**src/rtl/raizing_snd_pkg.sv**
```systemverilog
// Shared constants, overwrite-policy encoding and width helpers for the sound mailbox.
// Latency: n/a (package only).
// Backpressure: n/a (package only).
package raizing_snd_pkg;

    localparam int DEF_CMD_CH = 4;
    localparam int DEF_RPL_CH = 2;
    localparam int DEF_DW     = 8;

    // Policy applied when main writes into a full command channel.
    typedef enum logic {
        OVF_DROP    = 1'b0,
        OVF_REPLACE = 1'b1
    } ovf_policy_e;

    // Ceiling log2; clog2(1) is 0.
    function automatic int clog2(input int n);
        int r;
        r = 0;
        while ((1 << r) < n) begin
            r = r + 1;
        end
        return r;
    endfunction

    // Select width that never collapses to zero bits, so a single-entry bank still has a port.
    function automatic int sel_w(input int n);
        return (n > 1) ? clog2(n) : 1;
    endfunction

endpackage

```
**src/rtl/raizing_latch_fifo.sv**
```systemverilog
// Single command channel: small FIFO with full/pending flags and a sticky overflow bit.
// Latency: count, flags and overflow update one cycle after the strobe; head data is read from storage.
// Backpressure: none; a write into a full FIFO replaces the newest entry or is dropped, and sets overflow.
module raizing_latch_fifo
    import raizing_snd_pkg::*;
#(
    parameter int DW        = DEF_DW,
    parameter int DEPTH     = 1,
    parameter int OVERWRITE = int'(OVF_REPLACE)
) (
    input  logic          core_clk,
    input  logic          arst_n,
    input  logic          wr_vld,
    input  logic [DW-1:0] wr_dat,
    input  logic          rd_vld,
    output logic [DW-1:0] head_dat,
    output logic          rd_ok,
    output logic          wr_acc,
    output logic          full,
    output logic          pend,
    input  logic          ovf_clr,
    output logic          ovf
);

    localparam int PW      = sel_w(DEPTH);
    localparam int CW      = clog2(DEPTH) + 1;
    localparam bit REPLACE = (OVERWRITE == int'(OVF_REPLACE));

    logic [DW-1:0] mem [DEPTH];
    logic [PW-1:0] wptr;
    logic [PW-1:0] rptr;
    logic [PW-1:0] wptr_prev;
    logic [CW-1:0] count;
    logic          push;
    logic          repl;
    logic          ovf_set;

    // Pointers wrap modulo DEPTH; the explicit compare also covers DEPTH=1.
    function automatic logic [PW-1:0] ptr_inc(input logic [PW-1:0] p);
        return (p == PW'(DEPTH - 1)) ? '0 : p + PW'(1);
    endfunction

    assign full      = (count == CW'(DEPTH));
    assign pend      = (count != '0);
    assign rd_ok     = rd_vld && pend;
    // A same-cycle pop frees a slot, so a write into a full FIFO is still accepted.
    assign push      = wr_vld && (!full || rd_ok);
    assign ovf_set   = wr_vld && full && !rd_ok;
    assign repl      = ovf_set && REPLACE;
    assign wr_acc    = push || repl;
    assign wptr_prev = (wptr == '0) ? PW'(DEPTH - 1) : wptr - PW'(1);
    assign head_dat  = mem[rptr];

    // Pointer, occupancy and sticky overflow state; overflow set wins over clear.
    always_ff @(posedge core_clk or negedge arst_n) begin
        if (!arst_n) begin
            wptr  <= '0;
            rptr  <= '0;
            count <= '0;
            ovf   <= 1'b0;
        end else begin
            if (push) begin
                wptr <= ptr_inc(wptr);
            end
            if (rd_ok) begin
                rptr <= ptr_inc(rptr);
            end
            if (push && !rd_ok) begin
                count <= count + CW'(1);
            end else if (rd_ok && !push) begin
                count <= count - CW'(1);
            end
            if (ovf_set) begin
                ovf <= 1'b1;
            end else if (ovf_clr) begin
                ovf <= 1'b0;
            end
        end
    end

    // Storage: enqueue at the write pointer, or overwrite the newest entry when full.
    always_ff @(posedge core_clk) begin
        if (push) begin
            mem[wptr] <= wr_dat;
        end else if (repl) begin
            mem[wptr_prev] <= wr_dat;
        end
    end

endmodule

```
**src/rtl/raizing_snd_latch_bank.sv**
```systemverilog
// Main/sound CPU mailbox: command FIFOs to sound, reply registers to main, NMI pulse and IRQ level.
// Latency: one cycle from every strobe to the affected output; no input-to-output combinational path.
// Backpressure: none; full channels report M_FULL and overflow via OVF, reply writes always land.
module raizing_snd_latch_bank
    import raizing_snd_pkg::*;
#(
    parameter int                CMD_CH    = DEF_CMD_CH,
    parameter int                RPL_CH    = DEF_RPL_CH,
    parameter int                DW        = DEF_DW,
    parameter int                DEPTH     = 1,
    parameter int                OVERWRITE = int'(OVF_REPLACE),
    parameter int                NMI_LEN   = 16,
    parameter logic [CMD_CH-1:0] NMI_MASK  = '1
) (
    input  logic                      CLK,
    input  logic                      RESET_N,
    input  logic                      M_WE,
    input  logic [sel_w(CMD_CH)-1:0]  M_WSEL,
    input  logic [DW-1:0]             M_DIN,
    input  logic                      M_RE,
    input  logic [sel_w(RPL_CH)-1:0]  M_RSEL,
    output logic [DW-1:0]             M_DOUT,
    output logic [CMD_CH-1:0]         M_FULL,
    output logic [RPL_CH-1:0]         M_RNEW,
    input  logic                      S_RE,
    input  logic [sel_w(CMD_CH)-1:0]  S_RSEL,
    output logic [DW-1:0]             S_DOUT,
    input  logic                      S_WE,
    input  logic [sel_w(RPL_CH)-1:0]  S_WSEL,
    input  logic [DW-1:0]             S_DIN,
    output logic [CMD_CH-1:0]         S_PEND,
    output logic [CMD_CH-1:0]         OVF,
    input  logic [CMD_CH-1:0]         OVF_CLR,
    output logic                      NMI,
    output logic                      IRQ
);

    localparam int CSW = sel_w(CMD_CH);
    localparam int RSW = sel_w(RPL_CH);
    localparam int NW  = clog2(NMI_LEN + 1);

    logic [DW-1:0]     head [CMD_CH];
    logic [CMD_CH-1:0] rd_ok;
    logic [CMD_CH-1:0] wr_acc;
    logic [DW-1:0]     rpl  [RPL_CH];
    logic [NW-1:0]     nmi_cnt;
    logic              nmi_trig;

    for (genvar i = 0; i < CMD_CH; i++) begin : g_ch
        raizing_latch_fifo #(
            .DW        (DW),
            .DEPTH     (DEPTH),
            .OVERWRITE (OVERWRITE)
        ) u_fifo (
            .core_clk (CLK),
            .arst_n   (RESET_N),
            .wr_vld   (M_WE && (M_WSEL == CSW'(i))),
            .wr_dat   (M_DIN),
            .rd_vld   (S_RE && (S_RSEL == CSW'(i))),
            .head_dat (head[i]),
            .rd_ok    (rd_ok[i]),
            .wr_acc   (wr_acc[i]),
            .full     (M_FULL[i]),
            .pend     (S_PEND[i]),
            .ovf_clr  (OVF_CLR[i]),
            .ovf      (OVF[i])
        );
    end

    // Popped data register; an empty-channel pop leaves the previous value in place.
    always_ff @(posedge CLK or negedge RESET_N) begin
        if (!RESET_N) begin
            S_DOUT <= '0;
        end else if (|rd_ok) begin
            S_DOUT <= head[S_RSEL];
        end
    end

    // Reply registers; a same-cycle sound write keeps the new-data flag set over a main read.
    always_ff @(posedge CLK or negedge RESET_N) begin
        if (!RESET_N) begin
            for (int j = 0; j < RPL_CH; j++) begin
                rpl[j] <= '0;
            end
            M_RNEW <= '0;
        end else begin
            for (int j = 0; j < RPL_CH; j++) begin
                if (S_WE && (S_WSEL == RSW'(j))) begin
                    rpl[j]    <= S_DIN;
                    M_RNEW[j] <= 1'b1;
                end else if (M_RE && (M_RSEL == RSW'(j))) begin
                    M_RNEW[j] <= 1'b0;
                end
            end
        end
    end

    // Main reply read register; it captures the value held before any same-cycle sound write.
    always_ff @(posedge CLK or negedge RESET_N) begin
        if (!RESET_N) begin
            M_DOUT <= '0;
        end else if (M_RE && (int'(M_RSEL) < RPL_CH)) begin
            M_DOUT <= rpl[M_RSEL];
        end
    end

    assign nmi_trig = |(wr_acc & NMI_MASK);

    // NMI down-counter; a retrigger reloads it so the pulse stretches without a gap.
    always_ff @(posedge CLK or negedge RESET_N) begin
        if (!RESET_N) begin
            nmi_cnt <= '0;
        end else if (nmi_trig) begin
            nmi_cnt <= NW'(NMI_LEN);
        end else if (nmi_cnt != '0) begin
            nmi_cnt <= nmi_cnt - NW'(1);
        end
    end

    assign NMI = (nmi_cnt != '0);
    assign IRQ = |S_PEND;

endmodule

```
**config.mk**
```make
export PLATFORM = sky130hd
export DESIGN_NAME = raizing_snd_latch_bank
export DESIGN_NICKNAME = d
export VERILOG_FILES = /design/src/rtl/raizing_snd_pkg.sv /design/src/rtl/raizing_latch_fifo.sv /design/src/rtl/raizing_snd_latch_bank.sv
export SDC_FILE = /design/constraint.sdc
export NUM_CORES = 1
export LEC_CHECK = 0
export ABC_AREA = 1
export CAP_MARGIN = 0
export CORE_MARGIN = 2
export CORE_UTILIZATION = 45
export CTS_CLUSTER_DIAMETER = 80
export DETAILED_ROUTE_END_ITERATION = 6
export GPL_TIMING_DRIVEN = 0
export PLACE_DENSITY = 0.77
export SLEW_MARGIN = 20
export SYNTH_ARGS = -nofsm -noshare
export SYNTH_HDL_FRONTEND = slang
export SYNTH_HIERARCHICAL = 1
export SYNTH_SLANG_ARGS = --single-unit
```
**constraint.sdc**
```tcl
create_clock -name CLK -period 2.1 [get_ports CLK]
set_clock_uncertainty 0.2 [all_clocks]
set_input_delay 0.63 -clock CLK [delete_from_list [all_inputs] [get_ports CLK]]
set_output_delay 0.63 -clock CLK [all_outputs]
set_load 0.01 [all_outputs]
```
======== After elaboration in Yosys (flattened, before gate mapping) ========
Memory sizes are Yosys's and may differ from the RTL's.
Cells that the tools add are included.
word-level totals
  register bits after elaboration ......... 47
  RAM bits ................................ 32
  memories kept ........................... 4
memories
  name                words  width  rd ports  clocked after memory_dff  write ports  RTL line                  text
  g_ch[0].u_fifo.mem  1      8      1         0                         1            raizing_latch_fifo.sv:29  logic [DW-1:0] mem [DEPTH];
  g_ch[1].u_fifo.mem  1      8      1         0                         1            raizing_latch_fifo.sv:29
  g_ch[2].u_fifo.mem  1      8      1         0                         1            raizing_latch_fifo.sv:29
  g_ch[3].u_fifo.mem  1      8      1         0                         1            raizing_latch_fifo.sv:29
cells by class
  $add $sub $neg .......................... 9
  magnitude comparators ................... 2
  equality and inequality tests ........... 6
  mux-type cells .......................... 56
  bitwise operators ....................... 4
  reduce and logical (&&, ||, !) cells .... 77
operators by type and width
  kind                 count
  $mux 8               9
  $mux 1               44
  $logic_and 1x1->1    36
  $reduce_or 8->1      4
  $reduce_bool 2->1    11
  $bmux 8 s2           1
  $logic_not 1->1      12
  $reduce_or 4->1      3
  $mux 5               2
  $eq 2x2->1 const B   4
  $logic_or 1x1->1     8
  $reduce_bool 5->1    1
  $sub 5x1->5 const B  1
  $add 1x1->1 const B  4
  $eq 2x1->1 const B   2
  $logic_not 2->1      2
  $sub 1x1->1 const B  4
  $ge 3x3->1 const B   1
  $not 2->3            1
  $ge 2x2->1 const B   1
  $not 1->1            2
  $not 1->2            1

======== Depth between registers and ports, before layout ========
Gate-level depths: netlist of run 1.
  depth in word-level cells ............... 10
  depth in mapped cells ................... 10

======== By module ========
Netlist of run 1, hierarchy kept.
by module, submodules not included
  module                  times used  cells an instance  area an instance (um^2)  sequential area each (um^2)
  raizing_snd_latch_bank  1           278                2042.0                   975.9
  raizing_latch_fifo      4           22                 340.3                    290.3

======== Worst setup path before layout of run 1 ========
No wires, ideal clock.
  path kind ............................... input port to flip-flop
  start ................................... in S_RSEL[0]
  end ..................................... reg S_DOUT[0]
  setup time .............................. 0.067 ns
  arrival ................................. 1.738 ns
  data required time ...................... 1.833 ns
  path slack .............................. 0.095 ns
  stages on the path ...................... 10
  cell sequence ........................... buf_6 inv_8 buf_12 nor3_1 nand2_1 inv_1 clkinv_1 nand3_4 nand2_1 nand2_1
between the ends
  cells in the longest elaborated chain, start to end .. 4
  elaborated cells between the ends (all ways) .. 17
RTL lines
  what                  RTL line                      text
  from (decl)           raizing_snd_latch_bank.sv:26  input logic [sel_w(CMD_CH)-1:0] S_RSEL,
  $eq 2x2->1            raizing_snd_latch_bank.sv:59  .rd_vld (S_RE && (S_RSEL == CSW'(i))),
  $logic_and 1x1->1     raizing_snd_latch_bank.sv:59
  $logic_and 1x1->1     raizing_latch_fifo.sv:45      assign rd_ok = rd_vld && pend;
  net rd_ok[3]          raizing_snd_latch_bank.sv:43  logic [CMD_CH-1:0] rd_ok;
  $reduce_or 4->1       raizing_snd_latch_bank.sv:74  end else if (|rd_ok) begin
  to (signal assigned)  raizing_snd_latch_bank.sv:75  S_DOUT <= head[S_RSEL];
  to (decl)             raizing_snd_latch_bank.sv:27  output logic [DW-1:0] S_DOUT,
The timed path passes the listed nets, and every way through them passes these cells. The select of a mux whose other input is x is not followed.
A chain may end at the register's enable or synchronous reset.

======== Worst setup path after layout of run 1 ========
  start ................................... reg nmi_cnt[0]
  end ..................................... out NMI
between the ends
  cells in the longest elaborated chain, start to end .. 1
RTL lines
  what                    RTL line                       text
  from (decl)             raizing_snd_latch_bank.sv:46   logic [NW-1:0] nmi_cnt;
  from (signal assigned)  raizing_snd_latch_bank.sv:114  nmi_cnt <= NW'(NMI_LEN);
  from (signal assigned)  raizing_snd_latch_bank.sv:116  nmi_cnt <= nmi_cnt - NW'(1);
  $reduce_bool 5->1       raizing_snd_latch_bank.sv:120  assign NMI = (nmi_cnt != '0);
  to (decl)               raizing_snd_latch_bank.sv:34   output logic NMI,
Every way passes these cells.

==> qor.txt, run 1 <==
post-synthesis simple-gate area fraction: 26.2%
VDD IR max: 0.442 mV
Via density: 4.83
detailed-router iteration count before antenna repair: 4
Hold Path Class: reg -> reg
relative slew slack: 74.3%
Port Buf Inserts: 62
first-pass GRT wire length: 12000 um
vias in the first global route: 2533
Synth Warn #: 6
DR vias: 2722
CORE AREA: 7290 um^2
drt wl/cell: 13.7 um
Post-Synth XOR/XNOR Area: 0.257%
Overflow after GRT: 0
Diodes inserted: 0
worst path bufs/invs: 2
Die X-Extent: 91.0 um
Post-Synth Adder-Cell Area: 0.368%
CP max stage delay: 0.39 ns
remaining antenna violation count after routing: 0
sequential share of the synthesized area: 62.8%
Synth area leader: dfrtp_1
Synth top area share: 34.6%
hold slack final: 0.272 ns
final cell area excluding filler cells: 4700 um^2
layout cells sized above 1: 17.0%
Final GP Congestion: 0.840
Tcrit/Tclk final: 98.5%
deepest clock path buffer count: 2
CP Cell Sequence: inv_2, ha_4, nand3b_4, buf_6
Inserted Clock Buffers: 9
Inst Count DP: 528
initial antenna violation count: 0
commonest non-fill, non-tap cell in the layout: nand2_1
final-stage net count: 493
clk slew on worst S/H paths: 0.07 ns
non-filler cells, final: 564
outcome: complete, no violations
clk_lat worst skew: 0.34 ns
Critical Path Start Type: flop
Top delay family on crit path: flip-flops
syn_area_per_cell: 9.30 um^2
Tot Pwr: 0.00420 W
commonest non-fill, non-tap cells in the layout: nand2_1, dfrtp_1, inv_1, edfxtp_1, clkdlybuf4s50_1
Pwr per Cell Area: 895 nW/um^2
Post-DP Area: 4160 um^2
main area contributors after synthesis: dfrtp_1, edfxtp_1, nand2_1, inv_1, o21ai_0
post-route core utilization: 64.4%
RSZ-0062 raised after global routing: yes
crit path max-delay cell type: dfrtp_1
worst slew pin tran: 0.385 ns
post-route minimum period: 2.07 ns
TritonCTS clock tree: done
Synth Net Count: 399
multiplexer share of the synthesized area: 0%
Max Cap Violations: 0
synth-to-layout area growth: 38.1%
Die Ht: 91.0 um
H-tree Lvls: 3
Num Clock Sinks: 79
clk root buf: clkbuf_8
Worst setup EP type: output pin
drt total wl: 7750 um
Req. time, crit path: 1.27 ns
P_leak: 2.47 nW
# IOs: 64
DRC viols: 0
Synth Instances: 366
largest family of logic cells by synthesized area: simple AND/OR/NAND/NOR gates
endpoints failing setup: 0
num rows: 31
Total Routing Usage GR: 18.8%
final hold vios: 0
largest net degree at the start of global routing: 33
Starting Density: 46.7%
Die Area: 8270 um^2
post-synthesis cell area: 3400 um^2
Iter 0 DRT Violations: 222
placed wire-length estimate: 4910 um
WP data arrival: 1.24 ns
count of cell types in the netlist: 24
Crit Path Category: reg -> out
post-synthesis compound-gate area fraction: 2.35%
fmax: 0.483 GHz
maximum fanout along the worst path: 4
Yosys reg bits: 79
final slew viol count: 0
[kinds of logic (layout without fill, tap and decap cells)]
| kind of cell | count (synthesis) | count (layout) |
|---|---|---|
| adders and majority gates | 1 | 1 |
| and+or+nand+nor | 213 | 213 |
| DFF | 79 | 79 |
| buffers and inverters | 56 | 155 |
| AOI/OAI and AO/OA | 16 | 16 |
| xor gates and xnor gates | 1 | 1 |
[routing by layer]
metal	wire, um	GRT usage [%]	share of wire [%]
met3	468	4.90	6.0
met2	4070	32.0	53
met4	108	6.57	1.4
met5	0	0	0
met1	3100	23.1	40
[worst min-delay path: stages, from the launching register on]
cell,delay [ns]
dfrtp_1,0.35
nand2_1,0.05
nand2_1,0.05
[state kept, by name (all words and copies together) (netlist names)]
name and cells:
S_DOUT 8, M_DOUT 8, rpl 16, nmi_cnt 5, M_RNEW 2, g_ch.u_fifo/full 4
g_ch.u_fifo/mem 32, g_ch.u_fifo/ovf 4
[synth_stat cells]
cell / number
nor2_1: 10
nand3_1: 15
edfxtp_1: 32
xor2_1: 1
clkbuf_8: 1
clkbuf_1: 4
buf_4: 4
nand2_2: 8
inv_8: 1
o21ai_0: 16
dfrtp_1: 47
nor2_2: 1
buf_2: 2
nand3_4: 1
buf_6: 1
clkinv_1: 3
clkbuf_4: 1
inv_1: 38
nand3b_2: 1
ha_1: 1
nor3_1: 8
nand2_1: 161
buf_12: 1
nand4_1: 8
[path summary, 6_finish.rpt]
path                       slack, ns                      to  depth (start not counted)                   start
max                             0.03                     NMI                          4  nmi_cnt[0]$_DFFE_PN0P_
min                             0.27   M_RNEW[0]$_DFFE_PN0P_                          2   M_RNEW[0]$_DFFE_PN0P_
max reg2reg                     0.44  nmi_cnt[0]$_DFFE_PN0P_                          9  nmi_cnt[0]$_DFFE_PN0P_
min reg2reg                     0.27   M_RNEW[0]$_DFFE_PN0P_                          2   M_RNEW[0]$_DFFE_PN0P_
max in group asynchronous       0.67  nmi_cnt[3]$_DFFE_PN0P_                          3                 RESET_N
min in group asynchronous       0.54   S_DOUT[4]$_DFFE_PN0P_                          2                 RESET_N
[layout make-up]
class                      count  area [um^2]
multi-input combinational    231         1080
tap                           99          124
fill                         617         2590
buffer                        14          133
inverter                      42          170
clock inverter                 1         8.76
sequential                    79         2140
timing repair buffer          83          802
clock buffer                  15          241
[per-stage QoR]
step	setup TNS (ns)	worst slack [ns]
6_report	0	0.0316
5_1_grt	-0.278	-0.0400
4_1_cts	-0.000713	-0.000713
3_5_place_dp	-25.35	-0.764
3_3_place_gp	-72.96	-1.07
2_1_floorplan	0	0.0953
[where the power goes]
| part | internal, W | switching, W |
|---|---|---|
| Combinational | 0.000505 | 0.000490 |
| Sequential | 0.00181 | 0.000116 |
| Clock | 0.000754 | 0.000529 |
[timing repair]
item,4_1_cts,5_1_grt
pin swaps,2,3
endpoints found under the hold margin,15,0
gates resized for setup,46,29
endpoints found under the setup margin,63,36
hold buffers,1,0
buffers inserted,7,12
No activity file was read; power rests on OpenSTA's default activity.
==> run 2, diff against run 1 <==
--- a/config.mk
+++ b/config.mk
@@ -11,6 +11,7 @@
 export CORE_UTILIZATION = 45
 export CTS_CLUSTER_DIAMETER = 80
 export DETAILED_ROUTE_END_ITERATION = 6
+export GPL_ROUTABILITY_DRIVEN = 0
 export GPL_TIMING_DRIVEN = 0
 export PLACE_DENSITY = 0.77
 export SLEW_MARGIN = 20
==> results of run 2 <==
The final DEF is identical to that of run 1; final timing and power are the same.
